$ cat config.mk
export PLATFORM = sky130hd
export DESIGN_NAME = transmit_dac
export DESIGN_NICKNAME = d
export VERILOG_FILES = /design/src/rtl/transmit_dac.sv
export SDC_FILE = /design/constraint.sdc
export NUM_CORES = 1
export LEC_CHECK = 0
export BUFFER_PORTS_ARGS = -buffer_cell sky130_fd_sc_hd__buf_4
export CORE_MARGIN = 5
export CORE_UTILIZATION = 56
export DETAILED_ROUTE_END_ITERATION = 8
export MAX_ROUTING_LAYER = met4
export PLACE_DENSITY = 0.76
export SETUP_SLACK_MARGIN = 0.2
export SLEW_MARGIN = 25
export SYNTH_ARGS = -nofsm -noshare
export SYNTH_HDL_FRONTEND = slang
export SYNTH_SLANG_ARGS = --single-unit
$ cat constraint.sdc
create_clock -name sclk -period 1.78 [get_ports sclk]
set_input_delay 0.089 -clock sclk [delete_from_list [all_inputs] [get_ports sclk]]
set_output_delay 0.089 -clock sclk [all_outputs]
set_load 0.01 [all_outputs]
$ cat src/rtl/transmit_dac.sv
// Serial DAC transmitter: single-entry hold buffer feeding a 16-bit SYNC-framed, MSB-first shifter.
// Latency: sample accepted at edge E drives dac_sync low after E+1; back-to-back period 32*CLK_DIV+GAP_CYCLES.
// Backpressure: tx_ready is low while the hold buffer is full; tx_start is silently ignored then.
module transmit_dac #(
    parameter int DATA_W     = 12,
    parameter int FRAME_W    = 16,
    parameter int CLK_DIV    = 2,
    parameter int GAP_CYCLES = 2
) (
    input  logic              sclk,
    input  logic              rst,
    input  logic              tx_start,
    input  logic [DATA_W-1:0] tx_data,
    input  logic [1:0]        pd_mode,
    output logic              tx_ready,
    output logic              tx_done_tick,
    output logic              dac_sclk,
    output logic              dac_sync,
    output logic              dac_sdata
);
    localparam int DIV_W = (CLK_DIV > 1) ? $clog2(CLK_DIV) : 1;
    localparam int GAP_W = (GAP_CYCLES > 1) ? $clog2(GAP_CYCLES) : 1;
    localparam int BIT_W = $clog2(FRAME_W + 1);
    localparam int PAD_W = FRAME_W - DATA_W - 2;

    localparam logic [DIV_W-1:0] DIV_LAST = DIV_W'(CLK_DIV - 1);
    localparam logic [GAP_W-1:0] GAP_LAST = GAP_W'(GAP_CYCLES - 1);
    localparam logic [BIT_W-1:0] BIT_LAST = BIT_W'(FRAME_W);

    localparam logic [1:0] ST_IDLE  = 2'd0;
    localparam logic [1:0] ST_SHIFT = 2'd1;
    localparam logic [1:0] ST_GAP   = 2'd2;

    logic [1:0]         state;
    logic [FRAME_W-1:0] hold;
    logic               hold_valid;
    logic [FRAME_W-1:0] shifter;
    logic [DIV_W-1:0]   div_cnt;
    logic [GAP_W-1:0]   gap_cnt;
    logic [BIT_W-1:0]   bit_cnt;
    logic [FRAME_W-1:0] new_frame;
    logic               accept;
    logic               load_now;

    assign new_frame = {{PAD_W{1'b0}}, pd_mode, tx_data};
    assign accept    = tx_start & tx_ready;
    // LOAD has no state of its own: it is the edge leaving IDLE, or the last GAP edge, with a full hold buffer.
    assign load_now  = hold_valid & ((state == ST_IDLE) | ((state == ST_GAP) & (gap_cnt == GAP_LAST)));

    // Frame sequencer: hold buffer, sclk divider, bit shifter and registered DAC pins.
    always_ff @(posedge sclk) begin
        if (!rst) begin
            state        <= ST_IDLE;
            hold         <= '0;
            hold_valid   <= 1'b0;
            tx_ready     <= 1'b1;
            shifter      <= '0;
            div_cnt      <= '0;
            gap_cnt      <= '0;
            bit_cnt      <= '0;
            tx_done_tick <= 1'b0;
            dac_sclk     <= 1'b1;
            dac_sync     <= 1'b1;
            dac_sdata    <= 1'b0;
        end else begin
            tx_done_tick <= 1'b0;

            // tx_ready mirrors ~hold_valid, so accept and load can never hit the same edge.
            if (accept) begin
                hold       <= new_frame;
                hold_valid <= 1'b1;
                tx_ready   <= 1'b0;
            end

            if (load_now) begin
                hold_valid <= 1'b0;
                tx_ready   <= 1'b1;
                // MSB goes straight to the pin; the shifter keeps the remaining bits MSB-aligned.
                dac_sdata  <= hold[FRAME_W-1];
                shifter    <= {hold[FRAME_W-2:0], 1'b0};
                dac_sync   <= 1'b0;
                dac_sclk   <= 1'b1;
                div_cnt    <= '0;
                bit_cnt    <= '0;
                state      <= ST_SHIFT;
            end else begin
                case (state)
                    ST_SHIFT: begin
                        if (div_cnt == DIV_LAST) begin
                            div_cnt <= '0;
                            if (dac_sclk) begin
                                // Falling edge: the DAC latches the bit currently on dac_sdata.
                                dac_sclk <= 1'b0;
                                if (bit_cnt != BIT_LAST) begin
                                    bit_cnt <= bit_cnt + BIT_W'(1);
                                end
                            end else begin
                                dac_sclk <= 1'b1;
                                if (bit_cnt == BIT_LAST) begin
                                    // Rise after the last fall closes the frame; it is the first gap cycle.
                                    dac_sync     <= 1'b1;
                                    dac_sdata    <= 1'b0;
                                    tx_done_tick <= 1'b1;
                                    gap_cnt      <= '0;
                                    state        <= ST_GAP;
                                end else begin
                                    dac_sdata <= shifter[FRAME_W-1];
                                    shifter   <= {shifter[FRAME_W-2:0], 1'b0};
                                end
                            end
                        end else begin
                            div_cnt <= div_cnt + DIV_W'(1);
                        end
                    end
                    ST_GAP: begin
                        if (gap_cnt == GAP_LAST) begin
                            state <= ST_IDLE;
                        end else begin
                            gap_cnt <= gap_cnt + GAP_W'(1);
                        end
                    end
                    default: begin
                        state <= ST_IDLE;
                    end
                endcase
            end
        end
    end

endmodule

==> results of run 1 <==
## sequential cells by signal (all words and copies together) (netlist names)
signal and count:
shifter 15, hold 14, tx_ready 1, gap_cnt 1, bit_cnt 5, hold_valid 1
state 2, tx_done_tick 1, div_cnt 1, dac_sclk 1, dac_sdata 1, dac_sync 1
## layer usage
| metal | track usage, % | wire length, um |
|---|---|---|
| met5 | - | 0 |
| met4 | 5.96 | 29 |
| met3 | 3.94 | 137 |
| met2 | 30.1 | 1880 |
| met1 | 19.5 | 1650 |
## worst max-delay path by stage
stage                                        from                  endpoint  slack, ns  cells past startpoint
after floorplan           bit_cnt[0]$_SDFFE_PP0P_  shifter[10]$_SDFFE_PN0P_       0.27                      7
after global placement      state[0]$_SDFFE_PN0P_   tx_done_tick$_SDFF_PP0_       0.19                      6
after detailed placement  bit_cnt[0]$_SDFFE_PP0P_  shifter[12]$_SDFFE_PN0P_       0.12                      6
after CTS                 bit_cnt[0]$_SDFFE_PP0P_     state[0]$_SDFFE_PN0P_       0.20                      6
after global routing        state[0]$_SDFFE_PN0P_   shifter[1]$_SDFFE_PN0P_       0.18                      7
final                     bit_cnt[0]$_SDFFE_PP0P_  shifter[12]$_SDFFE_PN0P_       0.26                      7
## power by group
part | leakage [nW] | total [W] | switching, W | internal (W)
registers | 0.361 | 0.00108 | 0.0000360 | 0.00105
clock network | 0.0513 | 0.000734 | 0.000304 | 0.000430
logic | 0.520 | 0.000242 | 0.000119 | 0.000123
## layout by cell type, fill, tap and decap left out, drive strengths merged, types with 2 or more instances in the layout
cell type     n
xnor2         2
ha            5
dfxtp        44
clkbuf        6
nor3          2
a21oi        17
buf          28
a22oi         2
o21ai        17
dlygate4sd3  12
nand2b        2
nor2         12
and2          3
nand2        35
inv           5
xor2          2
mux2i        16
nand4         3
a21boi       15
nand3         2
bufinv        2
## final cells by class
cell class                      count  area (um^2)
Clock buffer                        5         37.5
Clock inverter                      2         60.1
Fill cell                         253          883
Inverter                            5         18.8
Multi-Input combinational cell    145          950
Sequential cell                    44          885
Tap cell                           46         57.6
Timing Repair Buffer               41          393
## cell families after synthesis
group | after synthesis
compound gates | 55
xor+xnor | 4
fa+ha+maj | 5
buf+inv | 16
flops | 44
mux | 16
simple gates | 65
## per-stage QoR
stage	worst slack [ns]	util, %
floorplan	0.269	-
global placement	0.189	62.6
detailed placement	0.116	62.6
CTS	0.198	70.8
global route	0.181	73.1
finish	0.264	73.1
## timing repair
action                                  in CTS  in global routing
buffers inserted                             3                  3
resized for setup                            2                  9
endpoints found under the setup margin      18                 26
hold buffers                                12                  0
pin swaps                                    1                  0
hold endpoints to repair                    12                  0
cloned                                       0                  1
## worst max-delay path: stages (launching register included)
cell and delay [ns]:
dfxtp_2 0.36, inv_1 0.05, ha_1 0.22, and4bb_4 0.24, nor2_8 0.13, buf_12 0.13, mux2i_1 0.20, a21oi_1 0.09
==> results.md, run 1 <==
- Hold Worst Slack: 0.00132 ns
- Worst Hold Depth: 3
- Mean Syn Cell Area: 9.17 um^2
- CTS tree: done
- Iter 0 DRT Violations: 99
- Most common cell in the netlist: dfxtp_1
- # setup viols final: 0
- Clock Path Buffers: 2
- Core area: 3280 um^2
- CTS sink cnt: 44
- Min cycle time layout: 1.52 ns
- GPL Wtd Cong: 0.791
- Overflow after GRT: 0
- Worst EP arrival: 1.77 ns
- Post-synthesis mux area share: 8.52%
- Peak Freq: 0.660 GHz
- Largest net degree at the start of global routing: 37
- CP required: 2.03 ns
- Clock Skew: 0.00954 ns
- Relative slew slack: 66.8%
- PD cells: 857 nW/um^2
- Total iterations of the first detailed-routing run: 4
- Slew Limit Fails: 0
- Final period util: 85.2%
- Max-Cap Viols: 0
- Mapped Cells: 205
- Area after DPL: 2050 um^2
- Chip Height: 67.9 um
- Synthesis-stage register bit count: 44
- I/O pins: 22
- Largest family of logic cells by synthesized area: compound AO/OA/AOI/OAI gates
- Area grow syn2layout: 27.8%
- Critical path class: register to register
- Worst Hold Launch: tx_data[2]
- Worst skew pair latency: 0.35 ns
- Worst Tran Pin Value: 0.498 ns
- Row cnt: 21
- DR vias/cell: 5.20
- Finished Cell Area: 2400 um^2
- Initial antenna violation count: 0
- Status: finished clean
- Final Non-Filler Cells: 288
- Netlist cell types: 33
- Reg2reg start: bit_cnt[0]$_SDFFE_PP0P_
- # diodes: 0
- Placed Instances: 262
- Commonest cells post-synth: dfxtp_1 (44), nand2_1 (35), a21oi_1 (17)
- P_leak: 0.933 nW
- Hold Path End: hold[2]$_SDFFE_PN0P_
- Share of layout cells above drive strength 1: 20.2%
- CTS Buf Count: 5
- Adder-cell share of the synthesized area: 3.33%
- H-tree depth: 2
- Vias: 1497
- Root Buffer Master: clkbuf_4
- Final net count: 264
- First-pass GRT wire length: 5.86 mm
- Die width: 67.9 um
- Initial core utilization: 57.2%
- Ys flop type: dfxtp_1
- # port buffers: 21
- Async S/R FF share, synth: 0%
- Worst-path clk slew: 0.12 ns
- Worst r2r dst: shifter[12]$_SDFFE_PN0P_
- GRT Util Overall: 17.3%
- Sequential share of the synthesized area: 46.9%
- Vias in the first global route: 1393
- Fin. Hold Viols: 0
- Post-Synth Simple-Gate Area: 17.6%
- Internal reg-to-reg setup slack: 0.26 ns
- Post-synth top area cell: dfxtp_1
- Syn nets: 227
- Nature of the critical path startpoint: register
- Maximum vdd drop: 0.000674 V
- Crit path max fanout: 6
- Compound-Gate Fraction of Synth Area: 17.6%
- Ranking of synthesized cells by area: dfxtp_1 (47%), mux2i_1 (8.5%), nand2_1 (7.0%), a21boi_0 (6.0%), a21oi_1 (4.5%)
- XOR/XNOR Fraction of Synth Area: 1.86%
- RSZ-0062 raised after global routing: yes
- WL/cell: 12.8 um
- Top cell type's share of synthesized area: 46.9%
- CP Capture Type: register
- DP Wirelength: 2.44 mm
- ANT nets after route: 0
- Die area: 4610 um^2
- R2r worst-path depth: 7
- Synthesized area: 1880 um^2
- Post-synth EDFFs: 0
- Synth Warn #: 0
- Tot Pwr: 0.00206 W
- Setup TNS: 0 ns
- Final WL: 3.70 mm
- Kind of path behind the tightest hold check: input pin to register
- DRC: 0
Note: power is estimated with default switching activity, not from simulation.
==> inputs of run 2 (changes only) <==
--- a/config.mk
+++ b/config.mk
@@ -6,6 +6,7 @@
 export NUM_CORES = 1
 export LEC_CHECK = 0
 export BUFFER_PORTS_ARGS = -buffer_cell sky130_fd_sc_hd__buf_4
+export CORE_ASPECT_RATIO = 1.25
 export CORE_MARGIN = 5
 export CORE_UTILIZATION = 56
 export DETAILED_ROUTE_END_ITERATION = 8
==> results.md, run 2 (synthesized netlist as in run 1, its figures left out) <==
- Initial antenna violation count: 0 (unchanged)
- # port buffers: 21 (unchanged)
- Largest net degree at the start of global routing: 37 (unchanged)
- H-tree depth: 2 (unchanged)
- Total iterations of the first detailed-routing run: 6 (+2)
- Iter 0 DRT Violations: 41 (-59%)
- ANT nets after route: 0 (unchanged)
- Setup TNS: 0 ns (unchanged)
- Clock Path Buffers: 2 (unchanged)
- Critical path class: register to register
- Die area: 4620 um^2 (+0.16%)
- Row cnt: 23 (+9.5%)
- Crit path max fanout: 5 (-1)
- # diodes: 0 (unchanged)
- Hold Worst Slack: 0.0509 ns (+0.0496 ns)
- Worst Hold Depth: 3 (unchanged)
- I/O pins: 22 (unchanged)
- Max reg flops: 15 (unchanged)
- Final period util: 83.0% (-2.1 points)
- Worst skew pair latency: 0.29 ns (-0.06 ns)
- Setup WS post-layout: 0.302 ns (+0.0383 ns)
- Delay of the slowest critical-path stage: 0.36 ns (about the same)
- Die width: 61.8 um (-9.0%)
- Commonest non-fill, non-tap cell in the layout: dfxtp_1
- DRC: 0 (unchanged)
- GRT Util Overall: 17.1% (-0.26 points)
- # setup viols final: 0 (unchanged)
- Chip Height: 74.8 um (+10%)
- RSZ-0062 raised after global routing: yes
- Hold Path End: hold[11]$_SDFFE_PN0P_
- Worst Hold Launch: tx_data[11]
- CP Capture Type: register
- GPL Wtd Cong: 0.823 (+4.0%)
- Cell Chain, Critical Path: inv_1 > ha_2 > and4bb_4 > nor2_8 > buf_4 > mux2i_1 > a21oi_1
- Dpl ws: 0.142 ns (+0.0262 ns)
- Status: finished clean
- Worst Tran Pin Value: 0.553 ns (+0.0552 ns)
- Kind of path behind the tightest hold check: input pin to register
- CP required: 1.96 ns (-0.07 ns)
- P_leak: 0.860 nW (-7.8%)
- PD cells: 865 nW/um^2 (+0.97%)
- Vias in the first global route: 1407 (+1.0%)
- Final WL: 3.45 mm (-6.7%)
- Initial core utilization: 58.3% (+1.1 points)
- Root Buffer Master: clkbuf_8
- Nature of the critical path startpoint: register
- Final Non-Filler Cells: 265 (-8.0%)
- End-of-flow core utilization: 69.4% (-3.7 points)
- Area grow syn2layout: 19.0%
- Placed Instances: 254 (-3.1%)
- Worst EP arrival: 1.66 ns (-0.11 ns)
- Worst-path clk slew: 0.07 ns (-0.05 ns)
- DR vias/cell: 5.43 (+4.5%)
- First-pass GRT wire length: 5.76 mm (-1.7%)
- Biggest regs: shifter (15), hold (14), bit_cnt (5)
- Fin. Hold Viols: 0 (unchanged)
- DP Wirelength: 2.44 mm (-0.23%)
- Most flops, register: shifter
- Core area: 3220 um^2 (-1.9%)
- Share of layout cells above drive strength 1: 21.1% (+0.80 points)
- Most frequent cells in the layout: dfxtp_1 (41), nand2_1 (33), buf_4 (25)
- Maximum vdd drop: 0.000542 V (-20%)
- Worst r2r dst: shifter[13]$_SDFFE_PN0P_
- CTS Buf Count: 5 (unchanged)
- CTS tree: done
- Slew Limit Fails: 0 (unchanged)
- Min cycle time layout: 1.48 ns (-0.0383 ns)
- Final net count: 250 (-5.3%)
- Peak Freq: 0.677 GHz (+2.6%)
- Max-Cap Viols: 0 (unchanged)
- Internal reg-to-reg setup slack: 0.30 ns (+0.04 ns)
- Reg2reg start: bit_cnt[0]$_SDFFE_PP0P_
- CTS sink cnt: 44 (unchanged)
- WL/cell: 13.0 um (+1.4%)
- Overflow after GRT: 0 (unchanged)
- Clock Skew: 0.00521 ns (-0.00433 ns)
- R2r worst-path depth: 7 (unchanged)
- Relative slew slack: 63.1% (-3.7 points)
- Vias: 1439 (-3.9%)
- Crit-path slowest cell: dfxtp_2
[run 2: area by class of cell]
class / instances / area [um^2]
Clock buffer: 7 / 96.3
Fill cell: 272 / 986
Inverter: 5 / 18.8
Multi-Input combinational cell: 145 / 963
Sequential cell: 44 / 885
Tap cell: 37 / 46.3
Timing Repair Buffer: 27 / 228
[run 2: repair_timing]
action / CTS / global route
pin swaps: 1 / 0
setup buffers: 3 / 1
gates resized for setup: 1 / 10
setup endpoints to repair: 17 / 25
hold buffers: 0 / 0
[run 2: layer usage]
layer | track usage, % | wire [um] | vias to the layer above
met5 | - | 0 | -
met4 | 6.13 | 63 | 0
met3 | 5.32 | 127 | 8
met2 | 30.8 | 1850 | 20
met1 | 16.7 | 1410 | 661
li1 | - | - | 750
[run 2: metrics by stage]
stage,total power (W),area [um^2]
after floorplan,0.00123,1880
after global placement,0.00129,2050
after detailed placement,0.00130,2050
after CTS,0.00195,2180
after global routing,0.00203,2240
final,0.00193,2240
[run 2: worst max path at each step]
| stage | depth (start not counted) | slack [ns] | start | to |
|---|---|---|---|---|
| floorplan | 7 | 0.27 | bit_cnt[0]$_SDFFE_PP0P_ | shifter[10]$_SDFFE_PN0P_ |
| global placement | 6 | 0.20 | bit_cnt[0]$_SDFFE_PP0P_ | shifter[3]$_SDFFE_PN0P_ |
| detailed placement | 6 | 0.14 | bit_cnt[0]$_SDFFE_PP0P_ | shifter[8]$_SDFFE_PN0P_ |
| CTS | 6 | 0.20 | bit_cnt[0]$_SDFFE_PP0P_ | state[0]$_SDFFE_PN0P_ |
| global route | 7 | 0.19 | state[0]$_SDFFE_PN0P_ | shifter[13]$_SDFFE_PN0P_ |
| finish | 7 | 0.30 | bit_cnt[0]$_SDFFE_PP0P_ | shifter[13]$_SDFFE_PN0P_ |
[run 2: where the power goes]
| part | total (W) | switching [W] | internal [W] |
|---|---|---|---|
| clock network | 0.000649 | 0.000304 | 0.000345 |
| registers | 0.00108 | 0.0000349 | 0.00104 |
| logic | 0.000206 | 0.000109 | 0.0000972 |
| total | 0.00193 | 0.000448 | 0.00149 |
[run 2: worst max-delay path, delay by kind of cell (launching register included)]
kind                       cells  cell delay, ns
AOI/OAI and AO/OA              1            0.08
and+or+nand+nor                2            0.33
adders and majority gates      1            0.20
buffers and inverters          2            0.21
muxes                          1            0.18
DFF                            1            0.36
==> inputs of run 3 (changes only) <==
--- a/config.mk
+++ b/config.mk
@@ -5,13 +5,14 @@
 export SDC_FILE = /design/constraint.sdc
 export NUM_CORES = 1
 export LEC_CHECK = 0
+export ABC_AREA = 1
 export BUFFER_PORTS_ARGS = -buffer_cell sky130_fd_sc_hd__buf_4
 export CORE_ASPECT_RATIO = 1.25
 export CORE_MARGIN = 5
-export CORE_UTILIZATION = 56
+export CORE_UTILIZATION = 57
 export DETAILED_ROUTE_END_ITERATION = 8
 export MAX_ROUTING_LAYER = met4
-export PLACE_DENSITY = 0.76
+export PLACE_DENSITY = 0.77
 export SETUP_SLACK_MARGIN = 0.2
 export SLEW_MARGIN = 25
 export SYNTH_ARGS = -nofsm -noshare
==> constraint.sdc (replaced) <==
create_clock -name sclk -period 1.4 [get_ports sclk]
set_input_delay 0.07 -clock sclk [delete_from_list [all_inputs] [get_ports sclk]]
set_output_delay 0.07 -clock sclk [all_outputs]
set_load 0.01 [all_outputs]
==> results.md, run 3 <==
- DP Wirelength: 2.65 mm (+8.9%)
- Root Buffer Master: clkbuf_8
- GRT Util Overall: 21.1% (+4.0 points)
- CP Capture Type: register
- Peak Freq: 0.674 GHz (-0.38%)
- ANT nets after route: 0 (unchanged)
- Final period util: 106% (+23 points)
- Kind of path behind the tightest hold check: input pin to register
- # port buffers: 21 (unchanged)
- Fin. Hold Viols: 0 (unchanged)
- Clock Skew: 0.00612 ns (+0.000915 ns)
- Total iterations of the first detailed-routing run: 4 (-2)
- Synthesized area: 1930 um^2 (+2.9%)
- CTS Buf Count: 5 (unchanged)
- Clock Path Buffers: 2 (unchanged)
- Maximum vdd drop: 0.00104 V (+92%)
- Mean Syn Cell Area: 7.27 um^2 (-21%)
- Sequential share of the synthesized area: 45.5% (-1.3 points)
- H-tree depth: 2 (unchanged)
- Sw power: 0.000826 W (+84%)
- Worst Hold Depth: 3 (unchanged)
- First-pass GRT wire length: 7.53 mm (+31%)
- Iter 0 DRT Violations: 92 (+120%)
- Top cell type's share of synthesized area: 45.5% (-1.3 points)
- Most flops, register: shifter
- Power share of the sequential group: 49.6% (-6.2 points)
- Setup WS post-layout: -0.0834 ns (-0.386 ns)
- Min cycle time layout: 1.48 ns (+0.00571 ns)
- Die width: 62.1 um (+0.47%)
- Max reg flops: 15 (unchanged)
- Final WL: 4.87 mm (+41%)
- Violated checks: negative setup slack
- PD cells: 1040 nW/um^2 (+21%)
- Largest net degree at the start of global routing: 32 (-14%)
- # diodes: 0 (unchanged)
- Post-synth EDFFs: 0 (unchanged)
- Relative slew slack: 73.3% (+10 points)
- Commonest non-fill, non-tap cell in the layout: nor2_1
- Max-Cap Viols: 0 (unchanged)
- Power share of the combinational group: 21.5% (+11 points)
- CTS sink cnt: 44 (unchanged)
- RSZ-0062 raised after global routing: yes
- Final net count: 329 (+32%)
- Crit path max fanout: 6 (+1)
- P_leak: 1.23 nW (+43%)
- Worst skew pair latency: 0.30 ns (about the same)
- # setup viols final: 4 (+4)
- Slew Limit Fails: 0 (unchanged)
- Netlist cell types: 24 (-27%)
- Initial antenna violation count: 0 (unchanged)
- Synth Warn #: 0 (unchanged)
- Part of the power in the clock network: 29.0% (-4.5 points)
- Ys flop type: dfxtp_1
- Die area: 4670 um^2 (+0.95%)
- Synthesis-stage register bit count: 44 (unchanged)
- Syn nets: 288 (+27%)
- I/O pins: 22 (unchanged)
- CP required: 1.60 ns (-0.36 ns)
- DR vias/cell: 5.22 (-3.8%)
- Setup TNS: -0.126 ns (-0.126 ns)
- Status: finished with violations
- Initial core utilization: 59.5% (+1.2 points)
- Worst EP arrival: 1.68 ns (+0.02 ns)
- Overflow after GRT: 0 (unchanged)
- Vias: 1802 (+25%)
- Nature of the critical path startpoint: register
- Row cnt: 23 (unchanged)
- Async S/R FF share, synth: 0% (unchanged)
- Worst-path clk slew: 0.08 ns (about the same)
- Area grow syn2layout: 41.9%
- Fraction of power spent switching nets: 28.8% (+5.6 points)
- Most frequent cells in the layout: nor2_1 (55), nand2_1 (42), dfxtp_1 (39)
- Share of layout cells above drive strength 1: 39.3% (+18 points)
- Biggest regs: shifter (15), hold (14), bit_cnt (5)
- Commonest cells post-synth: nor2_1 (60), nand2_1 (56), dfxtp_1 (44)
- Chip Height: 75.1 um (+0.48%)
- DRC: 0 (unchanged)
- WL/cell: 14.1 um (+8.3%)
- CTS tree: done
- GPL Wtd Cong: 0.842 (+2.3%)
- Worst Tran Pin Value: 0.399 ns (-0.153 ns)
- Critical path class: register to register
- R2r worst-path depth: 11 (+4)
- Mapped Cells: 266 (+30%)
- Post-synth top area cell: dfxtp_1
- Vias in the first global route: 1712 (+22%)
- Internal power: 0.00204 W (+37%)
- Ranking of synthesized cells by area: dfxtp_1 (46%), nor2_1 (12%), nand2_1 (11%), o21ai_0 (8.8%), inv_1 (3.3%)
- Most common cell in the netlist: nor2_1
- Tot Pwr: 0.00287 W (+48%)
- Core area: 3250 um^2 (+0.89%)
- # hold bufs at CTS: 0 (unchanged)
-- run 3: area by class of cell --
| cell class | count | area (um^2) |
|---|---|---|
| multi-input combinational | 192 | 1190 |
| sequential | 44 | 892 |
| fill | 187 | 507 |
| timing repair buffer | 44 | 423 |
| inverter | 19 | 96.3 |
| clock buffer | 8 | 90.1 |
| tap | 37 | 46.3 |
| timing repair inverter | 1 | 8.76 |
-- run 3: power by group through the flow --
stage	logic, W	clock network, W	registers, W
finish	0.000615	0.000831	0.00142
global route	0.000675	0.000917	0.00143
CTS	0.000538	0.000833	0.00141
detailed placement	0.000436	0	0.00143
global placement	0.000427	0	0.00143
floorplan	0.000298	0	0.00142
-- run 3: worst paths after layout --
kind	end	startpoint	slack [ns]
setup reg to reg	shifter[14]$_SDFFE_PN0P_	state[0]$_SDFFE_PN0P_	-0.08
hold reg to reg	shifter[1]$_SDFFE_PN0P_	hold[0]$_SDFFE_PN0P_	0.47
hold / removal	hold[0]$_SDFFE_PN0P_	tx_data[0]	0.02
setup / recovery	shifter[14]$_SDFFE_PN0P_	state[0]$_SDFFE_PN0P_	-0.08
-- run 3: cell families (layout without fill, tap and decap cells) --
logic type	Yosys count	in the layout	share of synthesized area, %
and+or+nand+nor	137	137	29.9
AOI/OAI and AO/OA	48	48	12.5
DFF	44	44	45.5
buffers and inverters	30	72	7.83
adders and majority gates	5	5	3.23
xor gates and xnor gates	2	2	0.906
-- run 3: stage by stage --
step	setup WS, ns	std cells	hold slack [ns]	util [%]	cell area [um^2]
2_1_floorplan	0.0389	266	0.237	-	1960
3_3_place_gp	-0.0142	326	0.320	68.1	2220
3_5_place_dp	-0.0440	326	0.329	68.1	2220
4_1_cts	0.0290	339	0.0224	77.4	2520
5_1_grt	-0.146	345	0.0172	84.4	2750
6_report	-0.0834	345	0.0151	84.4	2750
-- run 3: what timing repair did --
action,4_1_cts,5_1_grt
pin swaps,17,22
buffers inserted,2,6
endpoints found under the hold margin,0,0
setup endpoints to repair,30,30
gates cloned,3,0
gates resized for setup,47,51
-- run 3: worst max-delay path, cell delays in order, from the launching register on --
cell and delay, ns:
dfxtp_4 0.39, inv_4 0.05, ha_4 0.17, nand2_4 0.06, nand2_4 0.07, nand2_8 0.12
buf_12 0.15, inv_12 0.04, nand2_1 0.07, nand2_1 0.07, nor2_1 0.12, nor2_1 0.06
-- run 3: metal layers --
layer	part of all wire (%)	up-vias	GRT usage (%)
li1	-	924	-
met1	38	819	20.8
met2	55	42	37.6
met3	4.1	17	6.57
met4	2.5	0	11.1
met5	0	-	-
